## config.mk

```make
export PLATFORM = sky130hd
export DESIGN_NAME = aes_core_scheduler_flat
export DESIGN_NICKNAME = d
export VERILOG_FILES = /design/src/rtl/aes_core_scheduler_pkg.sv /design/src/rtl/aes_core_scheduler_if.sv /design/src/rtl/aes_core_scheduler_rr_arbiter.sv /design/src/rtl/aes_core_scheduler.sv /design/src/flat_wrapper.sv
export SDC_FILE = /design/constraint.sdc
export NUM_CORES = 1
export LEC_CHECK = 0
export CORE_AREA = 2 2 412 414
export CTS_CLUSTER_SIZE = 25
export DETAILED_ROUTE_END_ITERATION = 6
export DIE_AREA = 0 0 414 416
export SETUP_SLACK_MARGIN = 0.15
export SYNTH_ARGS = -nofsm -noshare
export SYNTH_HDL_FRONTEND = slang
export SYNTH_SLANG_ARGS = --single-unit
export TNS_END_PERCENT = 1
```

## constraint.sdc

```tcl
create_clock -name CLK -period 4.3 [get_ports CLK]
set_input_delay 0.43 -clock CLK [delete_from_list [all_inputs] [get_ports CLK]]
set_output_delay 0.43 -clock CLK [all_outputs]
set_load 0.01 [all_outputs]
```

## src/rtl/aes_core_scheduler_pkg.sv

```systemverilog
// Shared types and constants for the AES core scheduler.
//   sched_state_t    : scheduler FSM states
//   AES_BLOCK_W      : AES key / data block width
//   DEF_STEP_HALF    : default number of cycles CONTINUE stays at each level
//   DEF_TIMEOUT_CYC  : default cycle limit in STEP / RELEASE before giving up
package aes_ctrl_pkg;

  localparam int AES_BLOCK_W     = 128;
  localparam int DEF_STEP_HALF   = 2;
  localparam int DEF_TIMEOUT_CYC = 4096;

  typedef enum logic [2:0] {
    IDLE,
    START,
    STEP,
    RESP,
    RELEASE
  } sched_state_t;

endpackage

```

## src/rtl/aes_core_scheduler_if.sv

```systemverilog
// Bundle of every non-clock signal between the scheduler, its requesters
// and the AES core.
//   master : the scheduler's view (drives req_ready, resp_*, status, core controls)
//   slave  : the requester fabric / core view (drives req_*, resp_ready, AES_DONE, AES_MSG_DEC)
// Handshakes: a transfer happens on a rising CLK edge where valid and ready
// are both high; valid must not depend on ready. req_ready is one-hot and
// only ever high in IDLE; resp_valid is one-hot on the granted requester and
// its data stays stable until that requester's resp_ready is seen high.
interface aes_core_scheduler_if import aes_ctrl_pkg::*; #(
  parameter int NUM_REQ = 2
) ();

  localparam int IDW = (NUM_REQ > 1) ? $clog2(NUM_REQ) : 1;

  logic [NUM_REQ-1:0]             req_valid;
  logic [NUM_REQ-1:0]             req_ready;
  logic [NUM_REQ*AES_BLOCK_W-1:0] req_key;
  logic [NUM_REQ*AES_BLOCK_W-1:0] req_msg;
  logic [NUM_REQ-1:0]             resp_valid;
  logic [NUM_REQ-1:0]             resp_ready;
  logic [AES_BLOCK_W-1:0]         resp_data;
  logic                           resp_err;
  logic                           busy;
  logic [IDW-1:0]                 grant_id;
  logic                           AES_START;
  logic                           CONTINUE;
  logic [AES_BLOCK_W-1:0]         AES_KEY;
  logic [AES_BLOCK_W-1:0]         AES_MSG_ENC;
  logic                           AES_DONE;
  logic [AES_BLOCK_W-1:0]         AES_MSG_DEC;
  sched_state_t                   dbg_state;

  modport master (
    input  req_valid, req_key, req_msg, resp_ready, AES_DONE, AES_MSG_DEC,
    output req_ready, resp_valid, resp_data, resp_err, busy, grant_id,
           AES_START, CONTINUE, AES_KEY, AES_MSG_ENC, dbg_state
  );

  modport slave (
    output req_valid, req_key, req_msg, resp_ready, AES_DONE, AES_MSG_DEC,
    input  req_ready, resp_valid, resp_data, resp_err, busy, grant_id,
           AES_START, CONTINUE, AES_KEY, AES_MSG_ENC, dbg_state
  );

endinterface

```

## src/rtl/aes_core_scheduler_rr_arbiter.sv

```systemverilog
// Combinational round-robin arbiter.
//   req_i     : request vector
//   ptr_i     : index served last; search starts at ptr_i+1 and wraps
//   en_i      : when low, no grant is produced
//   gnt_o     : one-hot grant (all zero if nothing requested or disabled)
//   gnt_idx_o : encoded index of the granted requester
module rr_arbiter #(
  parameter int NUM_REQ = 2,
  localparam int IDW = (NUM_REQ > 1) ? $clog2(NUM_REQ) : 1
) (
  input  logic [NUM_REQ-1:0] req_i,
  input  logic [IDW-1:0]     ptr_i,
  input  logic               en_i,
  output logic [NUM_REQ-1:0] gnt_o,
  output logic [IDW-1:0]     gnt_idx_o
);

  logic           found;
  logic [IDW-1:0] idx;

  always_comb begin
    gnt_o     = '0;
    gnt_idx_o = '0;
    found     = 1'b0;
    idx       = '0;
    if (en_i) begin
      // Offsets 1..NUM_REQ visit every requester once, the last one served
      // being visited last.
      for (int k = 1; k <= NUM_REQ; k++) begin
        idx = IDW'((int'(ptr_i) + k) % NUM_REQ);
        if (!found && req_i[idx]) begin
          found      = 1'b1;
          gnt_o[idx] = 1'b1;
          gnt_idx_o  = idx;
        end
      end
    end
  end

endmodule

```

## src/rtl/aes_core_scheduler.sv

```systemverilog
// Shares one stepped AES decryption core among NUM_REQ requesters.
//   CLK, RESET_N : clock, asynchronous active-low reset
//   bus (master) : requester handshake, response handshake, status
//                  (busy, grant_id, dbg_state) and the core controls
//                  AES_START / CONTINUE / AES_KEY / AES_MSG_ENC in,
//                  AES_DONE / AES_MSG_DEC back.
// A job is granted round-robin in IDLE, the core is started and stepped by
// falling edges of CONTINUE until AES_DONE (or a timeout), the result is
// held for the winner, then the core is stepped back until AES_DONE drops.
module aes_core_scheduler import aes_ctrl_pkg::*; #(
  parameter int NUM_REQ     = 2,
  parameter int STEP_HALF   = DEF_STEP_HALF,
  parameter int TIMEOUT_CYC = DEF_TIMEOUT_CYC
) (
  input  logic               CLK,
  input  logic               RESET_N,
  aes_core_scheduler_if.master bus
);

  localparam int IDW = (NUM_REQ > 1) ? $clog2(NUM_REQ) : 1;
  localparam int CW  = $clog2(STEP_HALF + 1);
  localparam int TW  = $clog2(TIMEOUT_CYC + 1);

  sched_state_t           state_q, state_d;
  logic [IDW-1:0]         ptr_q, ptr_d;
  logic [IDW-1:0]         grant_q, grant_d;
  logic [AES_BLOCK_W-1:0] key_q, key_d;
  logic [AES_BLOCK_W-1:0] msg_q, msg_d;
  logic [AES_BLOCK_W-1:0] data_q, data_d;
  logic                   err_q, err_d;
  logic                   cont_q, cont_d;
  logic [CW-1:0]          cnt_q, cnt_d;
  logic [TW-1:0]          tmo_q, tmo_d;

  logic [NUM_REQ-1:0]     arb_gnt;
  logic [IDW-1:0]         arb_idx;
  logic [AES_BLOCK_W-1:0] sel_key, sel_msg;
  logic                   half_done, tmo_hit;
  logic                   step_cont;
  logic [CW-1:0]          step_cnt;

  rr_arbiter #(.NUM_REQ(NUM_REQ)) u_arb (
    .req_i     (bus.req_valid),
    .ptr_i     (ptr_q),
    .en_i      (state_q == IDLE),
    .gnt_o     (arb_gnt),
    .gnt_idx_o (arb_idx)
  );

  always_comb begin
    sel_key = '0;
    sel_msg = '0;
    for (int i = 0; i < NUM_REQ; i++) begin
      if (arb_gnt[i]) begin
        sel_key = bus.req_key[i*AES_BLOCK_W +: AES_BLOCK_W];
        sel_msg = bus.req_msg[i*AES_BLOCK_W +: AES_BLOCK_W];
      end
    end
  end

  // Step generator: cnt_q counts cycles spent at the current CONTINUE level.
  // START counts as the first high cycle, so the first falling edge lands
  // STEP_HALF cycles after START begins.
  assign half_done = (cnt_q == CW'(STEP_HALF - 1));
  assign step_cont = half_done ? ~cont_q : cont_q;
  assign step_cnt  = half_done ? '0 : cnt_q + CW'(1);
  assign tmo_hit   = (tmo_q == TW'(TIMEOUT_CYC - 1));

  always_comb begin
    state_d = state_q;
    ptr_d   = ptr_q;
    grant_d = grant_q;
    key_d   = key_q;
    msg_d   = msg_q;
    data_d  = data_q;
    err_d   = err_q;
    cont_d  = cont_q;
    cnt_d   = cnt_q;
    tmo_d   = tmo_q;
    case (state_q)
      IDLE: begin
        cont_d = 1'b1;
        cnt_d  = '0;
        tmo_d  = '0;
        if (|arb_gnt) begin
          key_d   = sel_key;
          msg_d   = sel_msg;
          grant_d = arb_idx;
          ptr_d   = arb_idx;
          state_d = START;
        end
      end
      START: begin
        cont_d  = step_cont;
        cnt_d   = step_cnt;
        tmo_d   = '0;
        state_d = STEP;
      end
      STEP: begin
        // A result arriving on the timeout cycle still counts as success.
        if (bus.AES_DONE) begin
          data_d  = bus.AES_MSG_DEC;
          err_d   = 1'b0;
          cont_d  = 1'b1;
          cnt_d   = '0;
          state_d = RESP;
        end else if (tmo_hit) begin
          data_d  = '0;
          err_d   = 1'b1;
          cont_d  = 1'b1;
          cnt_d   = '0;
          state_d = RESP;
        end else begin
          cont_d = step_cont;
          cnt_d  = step_cnt;
          tmo_d  = tmo_q + TW'(1);
        end
      end
      RESP: begin
        cont_d = 1'b1;
        cnt_d  = '0;
        tmo_d  = '0;
        if (bus.resp_ready[grant_q]) state_d = RELEASE;
      end
      RELEASE: begin
        // Keep stepping the core until it reports it is back to waiting.
        if (!bus.AES_DONE || tmo_hit) begin
          cont_d  = 1'b1;
          cnt_d   = '0;
          state_d = IDLE;
        end else begin
          cont_d = step_cont;
          cnt_d  = step_cnt;
          tmo_d  = tmo_q + TW'(1);
        end
      end
      default: state_d = IDLE;
    endcase
  end

  always_ff @(posedge CLK or negedge RESET_N) begin
    if (!RESET_N) begin
      state_q <= IDLE;
      ptr_q   <= IDW'(NUM_REQ - 1);
      grant_q <= '0;
      key_q   <= '0;
      msg_q   <= '0;
      data_q  <= '0;
      err_q   <= 1'b0;
      cont_q  <= 1'b1;
      cnt_q   <= '0;
      tmo_q   <= '0;
    end else begin
      state_q <= state_d;
      ptr_q   <= ptr_d;
      grant_q <= grant_d;
      key_q   <= key_d;
      msg_q   <= msg_d;
      data_q  <= data_d;
      err_q   <= err_d;
      cont_q  <= cont_d;
      cnt_q   <= cnt_d;
      tmo_q   <= tmo_d;
    end
  end

  assign bus.req_ready   = arb_gnt;
  assign bus.resp_valid  = (state_q == RESP) ? ({{(NUM_REQ-1){1'b0}}, 1'b1} << grant_q) : '0;
  assign bus.resp_data   = data_q;
  assign bus.resp_err    = err_q;
  assign bus.busy        = (state_q != IDLE);
  assign bus.grant_id    = grant_q;
  assign bus.AES_START   = (state_q == START) || (state_q == STEP) || (state_q == RESP);
  assign bus.CONTINUE    = cont_q;
  assign bus.AES_KEY     = key_q;
  assign bus.AES_MSG_ENC = msg_q;
  assign bus.dbg_state   = state_q;

endmodule

```

## src/flat_wrapper.sv

```systemverilog
// flat-port wrapper written by rule: the top's interface ports become plain ports
module aes_core_scheduler_flat import aes_ctrl_pkg::*;
#(
  parameter int NUM_REQ     = 2,
  parameter int STEP_HALF   = DEF_STEP_HALF,
  parameter int TIMEOUT_CYC = DEF_TIMEOUT_CYC
)
  (CLK, RESET_N, bus_req_valid, bus_req_key, bus_req_msg, bus_resp_ready, bus_AES_DONE, bus_AES_MSG_DEC, bus_req_ready, bus_resp_valid, bus_resp_data, bus_resp_err, bus_busy, bus_grant_id, bus_AES_START, bus_CONTINUE, bus_AES_KEY, bus_AES_MSG_ENC, bus_dbg_state);
  aes_core_scheduler_if #(.NUM_REQ(NUM_REQ)) bus_i ();
  input  logic CLK;
  input  logic RESET_N;
  input wire logic [$bits(bus_i.req_valid)-1:0] bus_req_valid;
  input wire logic [$bits(bus_i.req_key)-1:0] bus_req_key;
  input wire logic [$bits(bus_i.req_msg)-1:0] bus_req_msg;
  input wire logic [$bits(bus_i.resp_ready)-1:0] bus_resp_ready;
  input wire logic [$bits(bus_i.AES_DONE)-1:0] bus_AES_DONE;
  input wire logic [$bits(bus_i.AES_MSG_DEC)-1:0] bus_AES_MSG_DEC;
  output wire logic [$bits(bus_i.req_ready)-1:0] bus_req_ready;
  output wire logic [$bits(bus_i.resp_valid)-1:0] bus_resp_valid;
  output wire logic [$bits(bus_i.resp_data)-1:0] bus_resp_data;
  output wire logic [$bits(bus_i.resp_err)-1:0] bus_resp_err;
  output wire logic [$bits(bus_i.busy)-1:0] bus_busy;
  output wire logic [$bits(bus_i.grant_id)-1:0] bus_grant_id;
  output wire logic [$bits(bus_i.AES_START)-1:0] bus_AES_START;
  output wire logic [$bits(bus_i.CONTINUE)-1:0] bus_CONTINUE;
  output wire logic [$bits(bus_i.AES_KEY)-1:0] bus_AES_KEY;
  output wire logic [$bits(bus_i.AES_MSG_ENC)-1:0] bus_AES_MSG_ENC;
  output wire logic [$bits(bus_i.dbg_state)-1:0] bus_dbg_state;
  assign bus_i.req_valid = bus_req_valid;
  assign bus_i.req_key = bus_req_key;
  assign bus_i.req_msg = bus_req_msg;
  assign bus_i.resp_ready = bus_resp_ready;
  assign bus_i.AES_DONE = bus_AES_DONE;
  assign bus_i.AES_MSG_DEC = bus_AES_MSG_DEC;
  assign bus_req_ready = bus_i.req_ready;
  assign bus_resp_valid = bus_i.resp_valid;
  assign bus_resp_data = bus_i.resp_data;
  assign bus_resp_err = bus_i.resp_err;
  assign bus_busy = bus_i.busy;
  assign bus_grant_id = bus_i.grant_id;
  assign bus_AES_START = bus_i.AES_START;
  assign bus_CONTINUE = bus_i.CONTINUE;
  assign bus_AES_KEY = bus_i.AES_KEY;
  assign bus_AES_MSG_ENC = bus_i.AES_MSG_ENC;
  assign bus_dbg_state = bus_i.dbg_state;
  aes_core_scheduler #(.NUM_REQ(NUM_REQ), .STEP_HALF(STEP_HALF), .TIMEOUT_CYC(TIMEOUT_CYC)) u_core (.CLK(CLK), .RESET_N(RESET_N), .bus(bus_i));
endmodule
```

Yosys cells after proc, flatten, opt, wreduce, memory -nomap -nowiden
Cells that the tools add are included.

Bits in registers: 406. Output and inout port bits: 396. Word-level logic and storage cells: 102.

Add/sub/neg operators: 4. Magnitude comparators: 5. Eq/ne operators: 13. Shift-type cells: 1. Mux-type cells: 47. Bitwise gates (word level): 2. Reduce and logical (&&, ||, !) cells: 20.

Operator list (count): $mux W128 (6); $mux W13 (3); $pmux W13 S3 (1); $mux W1 (18); $mux W2 (9); $mux W3 (5); $pmux W3 S5 (1); $add A13 B1 Y13 const B (1); $eq A13 B12 Y1 const B (1); $pmux W2 S4 (1); $reduce_and A4 Y1 (2); $eq A3 B2 Y1 const B (2); $lt A1 B2 Y1 const B (3); $ne A2 B1 Y1 const B (3); $ne A2 B2 Y1 const B (3); $reduce_bool A3 Y1 (2); $pmux W1 S4 (1); $reduce_and A2 Y1 (2); $reduce_bool A4 Y1 (1); $reduce_or A2 Y1 (2); $eq A3 B1 Y1 const B (1); $eq A3 B3 Y1 const B (1); $logic_and A1 B1 Y1 (3); $logic_not A3 Y1 (1); 13 further kinds (19).

Longest topological paths before layout
Depth after elaboration: 13. Gate-level depth with buffers: 7. Mapped depth without buffers: 5.

By module
Synthesis repeated with hierarchy kept, for this count alone.

Cell total of the unflattened synthesis: 1878. Area, all modules: 19268.5 sq um.

Modules (own cells, without submodules): aes_core_scheduler (instances 1, cells each 1872, area each 19242.2 sq um, sequential area each 10162.2 sq um); rr_arbiter (instances 1, cells each 6, area each 26.3 sq um, sequential area each 0.0 sq um).

Worst setup path after synthesis
OpenSTA, ideal clock, no wires.

Path kind: flip-flop to output port. Start: register u_core.state_q[2] (netlist: u_core.bus.dbg_state[2]). End: output bus_req_ready[1]. Arrival time: 1401 ps. Data required time: 3870 ps. Setup slack: 2469 ps. Cell stages (with the launch flop): 7. Cells stage by stage: dfrtp_1 nor3_2 nand3_1 buf_2 buf_1 buf_2 inv_1.

Cells in the longest elaborated chain, start to end: 2.

Ends and longest elaborated chain: start, declared (RTL line aes_core_scheduler.sv:24) `sched_state_t state_q, state_d;`; start signal, assigned (RTL line aes_core_scheduler.sv:154) `state_q <= state_d;`; $logic_not A3 Y1 (RTL line aes_core_scheduler.sv:45) `.en_i (state_q == IDLE),`; $mux W2 (RTL line aes_core_scheduler_rr_arbiter.sv:26) `if (en_i) begin`; end, declared (RTL line flat_wrapper.sv:18) `output wire logic [$bits(bus_i.req_ready)-1:0] bus_req_ready;`.

No other way between the ends.

Final worst setup path
Start: register u_core.state_q[0] (netlist: u_core.bus.dbg_state[0]). End: output bus_req_ready[1].

Same word-level chain as after synthesis.

==> results.txt <==
The flow ran to the end, and the final reports show no timing, DRC or antenna violations. At the pin with the least slew margin, the transition time is 0.860 ns. The biggest cell delay along the critical path came out at 0.58 ns. Across the run, the number of max-cap violations was 0. The sink count of the clock tree came out at 406. After detailed routing, the number of vias per cell comes to 3.60. The die width is just over 400 um.

The clock buffer count from CTS came out at 51. The area of the die came out at 172000 um2. The maximum number of pins on one net before global-route repair is approximately 120. The area taken by flip-flops and latches came out at 10200 um2.

The area of the placeable core came out at roughly 170000 um2. On the final layout, the worst hold slack is 0.345 ns. The final instance area is 32000 um2.

TritonCTS built the clock tree. The leakage power is 13.0 nW. The type of the worst setup path is reg -> out. The net count reported at finish is 3462.

VDD sags by at most 0.318 mV. After clock tree synthesis, the clock-pin slew on the worst setup and hold paths is 0.06 ns. The routed length per placed instance is ~21 um. The area occupied by multi-input gates is 6320 um2. The max-slew violation count is 0. The clock skew after layout came out at 0.0254 ns.

The overall die height is 416 um. The nature of the critical path endpoint is an output pin. The worst relative slew slack came out at 0.427.

The required time of the worst setup path is 3.87 ns. Walking the worst path, the cells encountered are nor3_2 > nand3_4 > inv_1 > clkdlybuf4s50_1. The placement row count came out at 151. After synthesis, the share of flip-flops with an asynchronous set or reset is 1.00.

The internal power is 13.8 mW. The routability congestion estimate is 0.958. The routed wire length is 108000 um.

The setup TNS after final layout is 0 ns. The placed instances occupy a cell area of 30200 um2. The net switching component of the power is 8.60 mW. The combinational power share is 0.475.

Yosys mapped the design onto 46 distinct sky130hd cell types. The overall fraction of global-route tracks in use came out at 0.120. Of the cells placed in the final design, the portion with a size suffix greater than 1 is 0.0508.

In the layout the commonest cells are 1041 x clkdlybuf4s50_1, 520 x nand2_1, 404 x dfrtp_1. The shortest clock period the worst path allows after layout is 3.44 ns. The count of input and output buffers came out at ~1000. The number of buffers on the longest clock path came out at 3. The number of DRC violations after detailed-routing iteration 0 is 1504. Counting flops and latches in the post-synthesis netlist gives 406. In this run the worst hold path is classified as in -> reg.

In the routed design, unresolved DRC markers number 0. The critical path data arrival time came out at ~3.0 ns. The global-route wire length before repair came out at 146000 um. The total power divided by cell area is approximately 700 nW/um2.

The sequential fraction of the synthesis area came out at 0.589. The area overhead of the layout relative to synthesis came out at 85.6%. The area of the mapped netlist came out at 17300 um2.

The maximum fanout along the worst path is 36. The via total after detailed routing is ~18000. The number of endpoints failing setup at the final stage came out at 0.

Of the total power, the clock network draws 0.204. The number of primary I/O pins came out at between 1000 and 1500. The insertion delay to the later sink of the worst-skew pair came out at 0.64 ns. The gate count of the mapped netlist is ~1800. The share of power burned in registers is 0.321. The number of inserted filler cells in the final layout is 18600. The final number of hold-violating endpoints came to 0. The worst setup path is launched from a flip-flop.

The count of TritonRoute iterations in the first routing pass came out at 5. The post-detailed-placement half-perimeter wirelength is 86000 um. The top achievable clock speed is around 290 MHz.

The number of warning messages in the yosys log came out at 0. Dividing the synthesized area by the synthesized cell count gives ~9.5 um2. Setup repair after global routing left no endpoint under its margin. The initial cell density of the core is 0.103. Among all stages on the critical path, the largest delay is contributed by clkdlybuf4s50_1. The fraction of power spent switching nets came out at 0.384. The share of the clock period used by the worst path came out at 0.800. Synthesis produced a netlist with a net count of 2470. The library cell used as clock root buffer is clkbuf_16. In the synthesized netlist the dominant register cell turns out to be dfrtp_1.

The number of antenna violations at the first check in global routing came out at 43. The global route total overflow is 0. Counting flops with a built-in enable in the synthesized netlist gives 0. The library cell used most frequently in the layout, excluding fill and tap cells, is clkdlybuf4s50_1.

The via count of the first global-routing pass came out at roughly 18000. The number of nets with antenna violations after routing is 0. The deepest level of the CTS H-tree is 2.
==> worst max-delay path, delay by kind of cell, from the launching register on <==
kind / cells / cell delay (ns)
flops: 1 / 0.55
simple gates: 2 / 1.03
buf+inv: 2 / 0.75
==> per-layer routing <==
metal,up-vias,routed length (um),global-route usage
met1,9002,39100,0.128
li1,8293,-,-
met5,-,39,0
met2,835,51200,0.193
met4,6,3970,0.0507
met3,168,14100,0.0675
==> power groups by stage <==
stage	combinational [mW]	sequential (mW)	clock, mW
5_1_grt	11.5	7.37	4.86
3_5_place_dp	10.8	7.13	0
4_1_cts	10.8	7.17	4.71
3_3_place_gp	10.7	7.17	0
2_1_floorplan	3.48	7.60	0
6_report	10.6	7.19	4.55
==> cells by family (layout without fill, tap and decap cells) <==
group           after synthesis  after routing  share of synthesized area
simple gates                828            828                      0.188
other cells                   0             13                          0
mux                           1              1                   0.000580
compound gates              428            428                      0.175
buf+inv                     158           1191                     0.0469
fa+ha+maj                     1              1                   0.000725
flops                       406            406                      0.589
==> synth_stat cells (2+ instances only) <==
library cell  instances  area [um2]
nand4_1               4        25.0
buf_2                47         235
nand2b_1              4        25.0
and2_1                2        12.5
or4_1                 9        67.6
nand3_1              12        60.1
dfrtp_1             404       10100
buf_4                12        90.1
buf_1                 2        7.51
inv_1                 6        22.5
clkbuf_1             75         282
o41ai_1               3        26.3
nor2_1              263         987
a22o_1              128        1120
buf_6                15         169
o31ai_1              10        75.1
o21ai_0               4        20.0
nand2_1             520        1950
dfstp_2               2        52.6
o211ai_1              3        22.5
o21a_1                2        15.0
a31oi_1             256        1600
a21oi_1              14        70.1
and3_1                2        12.5
nor4_1                2        12.5
==> path summary, 6_finish.rpt <==
kind                       slack [ns]  depth (start not counted)                           to               startpoint
max reg2reg                      1.44                          5       u_core.bus.AES_KEY[32]  u_core.bus.dbg_state[0]
min                              0.35                          3  u_core.bus.AES_MSG_ENC[119]         bus_req_msg[119]
min reg2reg                      0.48                          2                 u_core.ptr_q             u_core.ptr_q
max                              0.86                          4             bus_req_ready[1]  u_core.bus.dbg_state[0]
min in group asynchronous        0.42                          2     u_core.bus.resp_data[67]                  RESET_N
max in group asynchronous        2.80                          3       u_core.bus.AES_KEY[27]                  RESET_N
==> through the flow <==
step | util | std cells | setup slack, ns | total power, mW
finish | 0.191 | 5086 | 0.862 | 22.4
global route | 0.190 | 5083 | 0.682 | 23.7
CTS | 0.190 | 5073 | 0.742 | 22.7
detailed placement | 0.180 | 4978 | 1.44 | 17.9
global placement | 0.180 | 4978 | 1.49 | 17.8
floorplan | - | 1822 | 2.47 | 11.1
==> final cells by class <==
cell class	count	share of cell area
antenna	13	0.00102
tap	2218	0.0866
sequential	406	0.317
clock buffer	79	0.0487
clock inverter	15	0.00652
inverter	7	0.00105
multi-input combinational	1258	0.197
timing repair buffer	1090	0.341
==> sequential cells by signal (all words and copies together) (netlist names) <==
name / flops
u_core.bus.AES_KEY: 128
u_core.bus.AES_MSG_ENC: 128
u_core.bus.CONTINUE: 1
u_core.bus.dbg_state: 3
u_core.bus.grant_id: 1
u_core.bus.resp_data: 128
u_core.bus.resp_err: 1
u_core.cnt_q: 2
u_core.ptr_q: 1
u_core.tmo_q: 13
==> what timing repair did <==
action | 4_1_cts | 5_1_grt
buffers inserted | 0 | 0
gates resized for setup | 0 | 0
hold buffers | 1 | 0
hold endpoints to repair | 71 | 0
setup endpoints to repair | 0 | 0
(Power assumes the default switching activity.)
